<file path="src/rtl/generador_secuencia_if.sv">
// Pattern load channel of the serial sequence generator (valid/ready).
interface generador_secuencia_if #(
   parameter int unsigned WIDTH  = 8,
   parameter int unsigned REPS_W = 4
) ();
   logic [WIDTH-1:0]  patron;
   logic [REPS_W-1:0] repeticiones;
   logic              patron_valid;
   logic              patron_ready;

   modport master (output patron, output repeticiones, output patron_valid, input patron_ready);
   modport slave  (input patron, input repeticiones, input patron_valid, output patron_ready);
endinterface

</file>
<file path="src/rtl/generador_secuencia.sv">
// Serial bit-stream generator: loads a pattern over a valid/ready channel and
// shifts it out MSB first, optionally repeated with an idle gap between copies.
// Optional feature: define PARIDAD_EN to append an even-parity bit to every
// repetition (WIDTH+1 valid cycles per repetition instead of WIDTH).
module generador_secuencia #(
   parameter int unsigned WIDTH      = 8,
   parameter int unsigned REPS_W     = 4,
   parameter int unsigned GAP_CYCLES = 2
) (
   input  logic                  clk,
   input  logic                  rst_n,
   generador_secuencia_if.slave  bus,
   input  logic                  abortar,
   output logic                  x,
   output logic                  x_valid,
   output logic                  ocupado,
   output logic                  fin
);

   localparam int unsigned CNT_W    = $clog2(WIDTH);
   localparam int unsigned GAP_W    = (GAP_CYCLES > 1) ? $clog2(GAP_CYCLES) : 1;
   localparam int unsigned GAP_LOAD = (GAP_CYCLES > 0) ? GAP_CYCLES - 1 : 0;

   typedef enum logic [1:0] {S_IDLE, S_SHIFT, S_GAP, S_FIN} state_t;

   state_t            state_q;
   logic [WIDTH-1:0]  hold_q;
   logic [WIDTH-1:0]  shift_q;
   logic [CNT_W-1:0]  bit_cnt_q;
   logic [REPS_W-1:0] rep_cnt_q;
   logic [GAP_W-1:0]  gap_cnt_q;
   logic              x_q;
   logic              x_valid_q;
   logic              ready_q;
   logic              ocupado_q;
   logic              fin_q;
`ifdef PARIDAD_EN
   logic              par_q;   // parity bit of the current repetition is on x
`endif

   // Whole controller: state, datapath registers and registered outputs.
   // bit_cnt_q counts the data bits still to come after the one currently on x.
   always_ff @(posedge clk or negedge rst_n) begin
      if (!rst_n) begin
         state_q   <= S_IDLE;
         hold_q    <= '0;
         shift_q   <= '0;
         bit_cnt_q <= '0;
         rep_cnt_q <= '0;
         gap_cnt_q <= '0;
         x_q       <= 1'b0;
         x_valid_q <= 1'b0;
         ready_q   <= 1'b1;
         ocupado_q <= 1'b0;
         fin_q     <= 1'b0;
`ifdef PARIDAD_EN
         par_q     <= 1'b0;
`endif
      end else begin
         fin_q <= 1'b0;
         case (state_q)
            S_IDLE: begin
               // Abort in the handshake cycle wins: the pattern is dropped.
               if (bus.patron_valid && ready_q && !abortar) begin
                  hold_q    <= bus.patron;
                  shift_q   <= {bus.patron[WIDTH-2:0], 1'b0};
                  x_q       <= bus.patron[WIDTH-1];
                  x_valid_q <= 1'b1;
                  bit_cnt_q <= CNT_W'(WIDTH - 1);
                  rep_cnt_q <= (bus.repeticiones == '0) ? REPS_W'(1) : bus.repeticiones;
                  ready_q   <= 1'b0;
                  ocupado_q <= 1'b1;
                  state_q   <= S_SHIFT;
`ifdef PARIDAD_EN
                  par_q     <= 1'b0;
`endif
               end
            end

            S_SHIFT: begin
               if (abortar) begin
                  x_q       <= 1'b0;
                  x_valid_q <= 1'b0;
                  ready_q   <= 1'b1;
                  ocupado_q <= 1'b0;
                  state_q   <= S_IDLE;
               end else if (bit_cnt_q != '0) begin
                  x_q       <= shift_q[WIDTH-1];
                  shift_q   <= {shift_q[WIDTH-2:0], 1'b0};
                  bit_cnt_q <= bit_cnt_q - CNT_W'(1);
`ifdef PARIDAD_EN
               end else if (!par_q) begin
                  x_q   <= ^hold_q;
                  par_q <= 1'b1;
`endif
               end else begin
`ifdef PARIDAD_EN
                  par_q <= 1'b0;
`endif
                  if (rep_cnt_q == REPS_W'(1)) begin
                     x_q       <= 1'b0;
                     x_valid_q <= 1'b0;
                     fin_q     <= 1'b1;
                     state_q   <= S_FIN;
                  end else begin
                     rep_cnt_q <= rep_cnt_q - REPS_W'(1);
                     if (GAP_CYCLES > 0) begin
                        x_q       <= 1'b0;
                        x_valid_q <= 1'b0;
                        gap_cnt_q <= GAP_W'(GAP_LOAD);
                        state_q   <= S_GAP;
                     end else begin
                        // Back-to-back: next copy starts without a bubble.
                        x_q       <= hold_q[WIDTH-1];
                        shift_q   <= {hold_q[WIDTH-2:0], 1'b0};
                        bit_cnt_q <= CNT_W'(WIDTH - 1);
                     end
                  end
               end
            end

            S_GAP: begin
               if (abortar) begin
                  ready_q   <= 1'b1;
                  ocupado_q <= 1'b0;
                  state_q   <= S_IDLE;
               end else if (gap_cnt_q == '0) begin
                  x_q       <= hold_q[WIDTH-1];
                  x_valid_q <= 1'b1;
                  shift_q   <= {hold_q[WIDTH-2:0], 1'b0};
                  bit_cnt_q <= CNT_W'(WIDTH - 1);
                  state_q   <= S_SHIFT;
               end else begin
                  gap_cnt_q <= gap_cnt_q - GAP_W'(1);
               end
            end

            S_FIN: begin
               // Abort here has the same effect as the normal return.
               ready_q   <= 1'b1;
               ocupado_q <= 1'b0;
               state_q   <= S_IDLE;
            end

            default: begin
               x_q       <= 1'b0;
               x_valid_q <= 1'b0;
               ready_q   <= 1'b1;
               ocupado_q <= 1'b0;
               state_q   <= S_IDLE;
            end
         endcase
      end
   end

   assign bus.patron_ready = ready_q;
   assign x                = x_q;
   assign x_valid          = x_valid_q;
   assign ocupado          = ocupado_q;
   assign fin              = fin_q;

endmodule

</file>
<file path="src/flat_wrapper.sv">
// flat-port wrapper written by rule: the top's interface ports become plain ports
module generador_secuencia_flat 
#(
   parameter int unsigned WIDTH      = 8,
   parameter int unsigned REPS_W     = 4,
   parameter int unsigned GAP_CYCLES = 2
)
  (clk, rst_n, abortar, x, x_valid, ocupado, fin, bus_patron, bus_repeticiones, bus_patron_valid, bus_patron_ready);
  generador_secuencia_if #(.WIDTH(WIDTH), .REPS_W(REPS_W)) bus_i ();
  input  logic clk;
  input  logic rst_n;
  input  logic abortar;
  output logic x;
  output logic x_valid;
  output logic ocupado;
  output logic fin;
  input wire logic [$bits(bus_i.patron)-1:0] bus_patron;
  input wire logic [$bits(bus_i.repeticiones)-1:0] bus_repeticiones;
  input wire logic [$bits(bus_i.patron_valid)-1:0] bus_patron_valid;
  output wire logic [$bits(bus_i.patron_ready)-1:0] bus_patron_ready;
  assign bus_i.patron = bus_patron;
  assign bus_i.repeticiones = bus_repeticiones;
  assign bus_i.patron_valid = bus_patron_valid;
  assign bus_patron_ready = bus_i.patron_ready;
  generador_secuencia #(.WIDTH(WIDTH), .REPS_W(REPS_W), .GAP_CYCLES(GAP_CYCLES)) u_core (.clk(clk), .rst_n(rst_n), .bus(bus_i), .abortar(abortar), .x(x), .x_valid(x_valid), .ocupado(ocupado), .fin(fin));
endmodule
</file>
<file path="config.mk">
export PLATFORM = sky130hd
export DESIGN_NAME = generador_secuencia_flat
export DESIGN_NICKNAME = d
export VERILOG_FILES = /design/src/rtl/generador_secuencia_if.sv /design/src/rtl/generador_secuencia.sv /design/src/flat_wrapper.sv
export SDC_FILE = /design/constraint.sdc
export NUM_CORES = 1
export LEC_CHECK = 0
export ABC_AREA = 1
export BUFFER_PORTS_ARGS = -buffer_cell sky130_fd_sc_hd__clkbuf_2
export CORE_UTILIZATION = 30
export CTS_CLUSTER_DIAMETER = 30
export CTS_CLUSTER_SIZE = 14
export DETAILED_ROUTE_END_ITERATION = 12
export GPL_ROUTABILITY_DRIVEN = 0
export SYNTH_ARGS = -nofsm -noshare
export SYNTH_HDL_FRONTEND = slang
export SYNTH_SLANG_ARGS = --single-unit
</file>
<file path="constraint.sdc">
create_clock -name clk -period 2.4 [get_ports clk]
set_input_delay 0 -clock clk [delete_from_list [all_inputs] [get_ports clk]]
set_output_delay 0 -clock clk [all_outputs]
set_load 0.005 [all_outputs]
</file>
==> results.toml <==
[clocking]
cts_hold_buf = 9
cts_tree = "done"
h-tree-depth = 2
cts_made_buffers = 5
cts_root_buf = "clkbuf_8"
clk_latency_ns = 0.29
clock-sinks = 30
clock_path_buffers = 2
clkSlewWorstSetupHoldPaths_ns = 0.07
post_cts_buffers = 0
cts-resized-gates = 0

[final_layout]
layout-drive-gt1-share = 0.143
insertedDiodeCount = 0
final_nets = 295
utilization = 0.379
final_cells = 345
fillCellCount = 585
area_growth_pct = 22.5

[yosys]
synth_area_um2 = 1700
syn-num-nets = 261
ys_ff_latch = 30
yosysSeqAreaShare = 0.441
synth_cells = 238
yosys_warnings = 0
syn_avg_cell_area_um2 = 7.16
synth_cell_type_count = 22

[grt]
grt_first_pass_wirelength_um = 6730
grt_pass1_vias = 1518
grt.total_usage = 0.145
grt-ovfl-total = 0
antenna_found_initial = 0
grt_max_degree = 31

[sta]
skew_ns = 0.00881
grt_setup_unrepaired = "false"
fin_crit_ns = 1.73
final_hold_viol_count = 0
worstMarginPinSlew_ns = 0.754
slew_violations = 0
period_share = 0.720
tns_ns = 0
fmax_ghz = 0.579
finalSetupViolCount = 0
max_slew_margin = 0.497

[die]
die_x_um = 77.4
coreArea_um2 = 5510
start_util = 0.309
rows = 27
io-pin-count = 21
dieArea_um2 = 5990
die_y_um = 77.4

[critical_path]
slowest_delay_ns = 0.40
end_kind = "flop"
slowest_stage = "dfrtp_1"
timing.critical_path.buf_inv = 3
crit_type = "reg2reg"
required_ns = 2.58
cp-start-kind = "flop"
path_cells = "inv_1, ha_1, inv_2, nor2_1, nand2_1, nand3_1, nand2_1, inv_1, nor2_1"
crit_arrival_ns = 1.91
path_delay_family = "simple AND/OR/NAND/NOR gates"
critical_path.max_fanout = 9

[route]
drt_first_pass_iters = 4
avgRoutedWirePerCell_um = 10.6
drt_iter0_markers = 50
routed_wl_um = 3650
vias = 1543
via_per_inst = 4.47
drc = 0
ant_nets = 0

[power_and_ir_drop]
p_per_area_nw_per_um2 = 1410
peakVddDrop_mv = 0.508
p_total_mw = 2.95
leakage_nw = 1.15

[status]
status = "finished, final reports clean"

[placed_design]
io_buffers = 20
dp_cells = 328
post-dp-hpwl_um = 2710

[run]
drv_cap = 0

[hold_path]
hp-class = "in2reg"
## synth_stat cells
master | instances | area share
a21oi_1 | 1 | 0.0029
a22oi_1 | 1 | 0.0044
buf_2 | 1 | 0.0029
buf_4 | 1 | 0.0044
buf_6 | 1 | 0.0066
clkbuf_2 | 1 | 0.0029
dfrtp_1 | 29 | 0.43
dfstp_2 | 1 | 0.015
ha_1 | 7 | 0.051
inv_1 | 27 | 0.059
inv_2 | 3 | 0.0066
nand2_1 | 96 | 0.21
nand2_2 | 3 | 0.011
nand3_1 | 26 | 0.076
nand3_2 | 1 | 0.0059
nand4_1 | 3 | 0.011
nor2_1 | 13 | 0.029
nor2_2 | 1 | 0.0037
o21ai_0 | 19 | 0.056
o21bai_1 | 1 | 0.0044
or2_2 | 1 | 0.0037
xnor2_1 | 1 | 0.0051
## cells by family (layout without fill, tap and decap cells)
group | count (synthesis) | in the layout | share of synthesized area
DFF | 30 | 30 | 0.441
buffers and inverters | 34 | 69 | 0.0830
AOI/OAI and AO/OA | 22 | 22 | 0.0675
adders and majority gates | 7 | 7 | 0.0514
and+or+nand+nor | 144 | 144 | 0.352
xor gates and xnor gates | 1 | 1 | 0.00514
## layer usage
layer  vias to the layer above  GRT usage  share of wire
li1                        815          -              -
met1                       686      0.188           0.50
met2                        32      0.218           0.43
met3                        10     0.0353          0.035
met4                         0     0.0830          0.030
met5                         -          0              0
## placed cells by master (no fill, tap or decap), types with 6 or more instances in the layout
master          n
dfrtp_1        29
dlygate4sd3_1   9
nor2_1         13
inv_1          27
nand3_1        26
clkbuf_8        6
ha_1            7
o21ai_0        19
clkbuf_2       20
nand2_1        96
## worst paths after layout
kind                                               start                               to  slack, ns  depth (start not counted)
setup / recovery           u_core.state_q[1]$_DFFE_PN0P_    u_core.state_q[0]$_DFFE_PN0P_       0.67                          9
hold / removal                       bus_repeticiones[2]  u_core.rep_cnt_q[2]$_DFFE_PN0P_       0.04                          5
setup reg to reg           u_core.state_q[1]$_DFFE_PN0P_    u_core.state_q[0]$_DFFE_PN0P_       0.67                          9
hold reg to reg            u_core.shift_q[1]$_DFFE_PN0P_    u_core.shift_q[1]$_DFFE_PN0P_       0.48                          2
max in group asynchronous                          rst_n  u_core.rep_cnt_q[1]$_DFFE_PN0P_       1.60                          2
min in group asynchronous                          rst_n       u_core.x_valid$_DFFE_PN0P_       0.31                          2
## through the flow
step	worst slack [ns]	hold slack, ns	instance area (µm²)
5_1_grt	0.471	0.0953	2090
3_5_place_dp	0.692	0.127	1880
2_1_floorplan	1.03	-0.296	1700
6_report	0.673	0.0433	2090
3_3_place_gp	0.690	0.117	1880
4_1_cts	0.667	0.0352	2090
## final cells by class
cell class                 count  area, µm²  area share
timing repair buffer          31        205      0.0983
tap                           72       90.1      0.0432
sequential                    30        752       0.360
clock inverter                 1       30.0      0.0144
inverter                      30        113      0.0540
clock buffer                   7       86.3      0.0414
multi-input combinational    174        811       0.388
## sequential cells by signal, indices dropped and copies added, names as in the netlist
register	cells
u_core.state_q	2
u_core.shift_q	7
u_core.hold_q	8
u_core.x_valid	1
u_core.rep_cnt_q	4
u_core.gap_cnt_q	1
u_core.bit_cnt_q	3
u_core.ocupado	1
u_core.bus.patron_ready	1
u_core.fin	1
u_core.x	1
## power breakdown
group          internal [mW]  switching, mW  total [mW]
Sequential             0.753          0.142       0.896
Clock                  0.338          0.199       0.537
Combinational          0.539          0.981        1.52
## worst min-delay path, cell delays in order
cell      delay (ns)
clkbuf_2        0.09
nand2_1         0.05
nand2_1         0.06
nand2_1         0.04
nand2_1         0.05
Note: power is estimated with default switching activity, not from simulation.
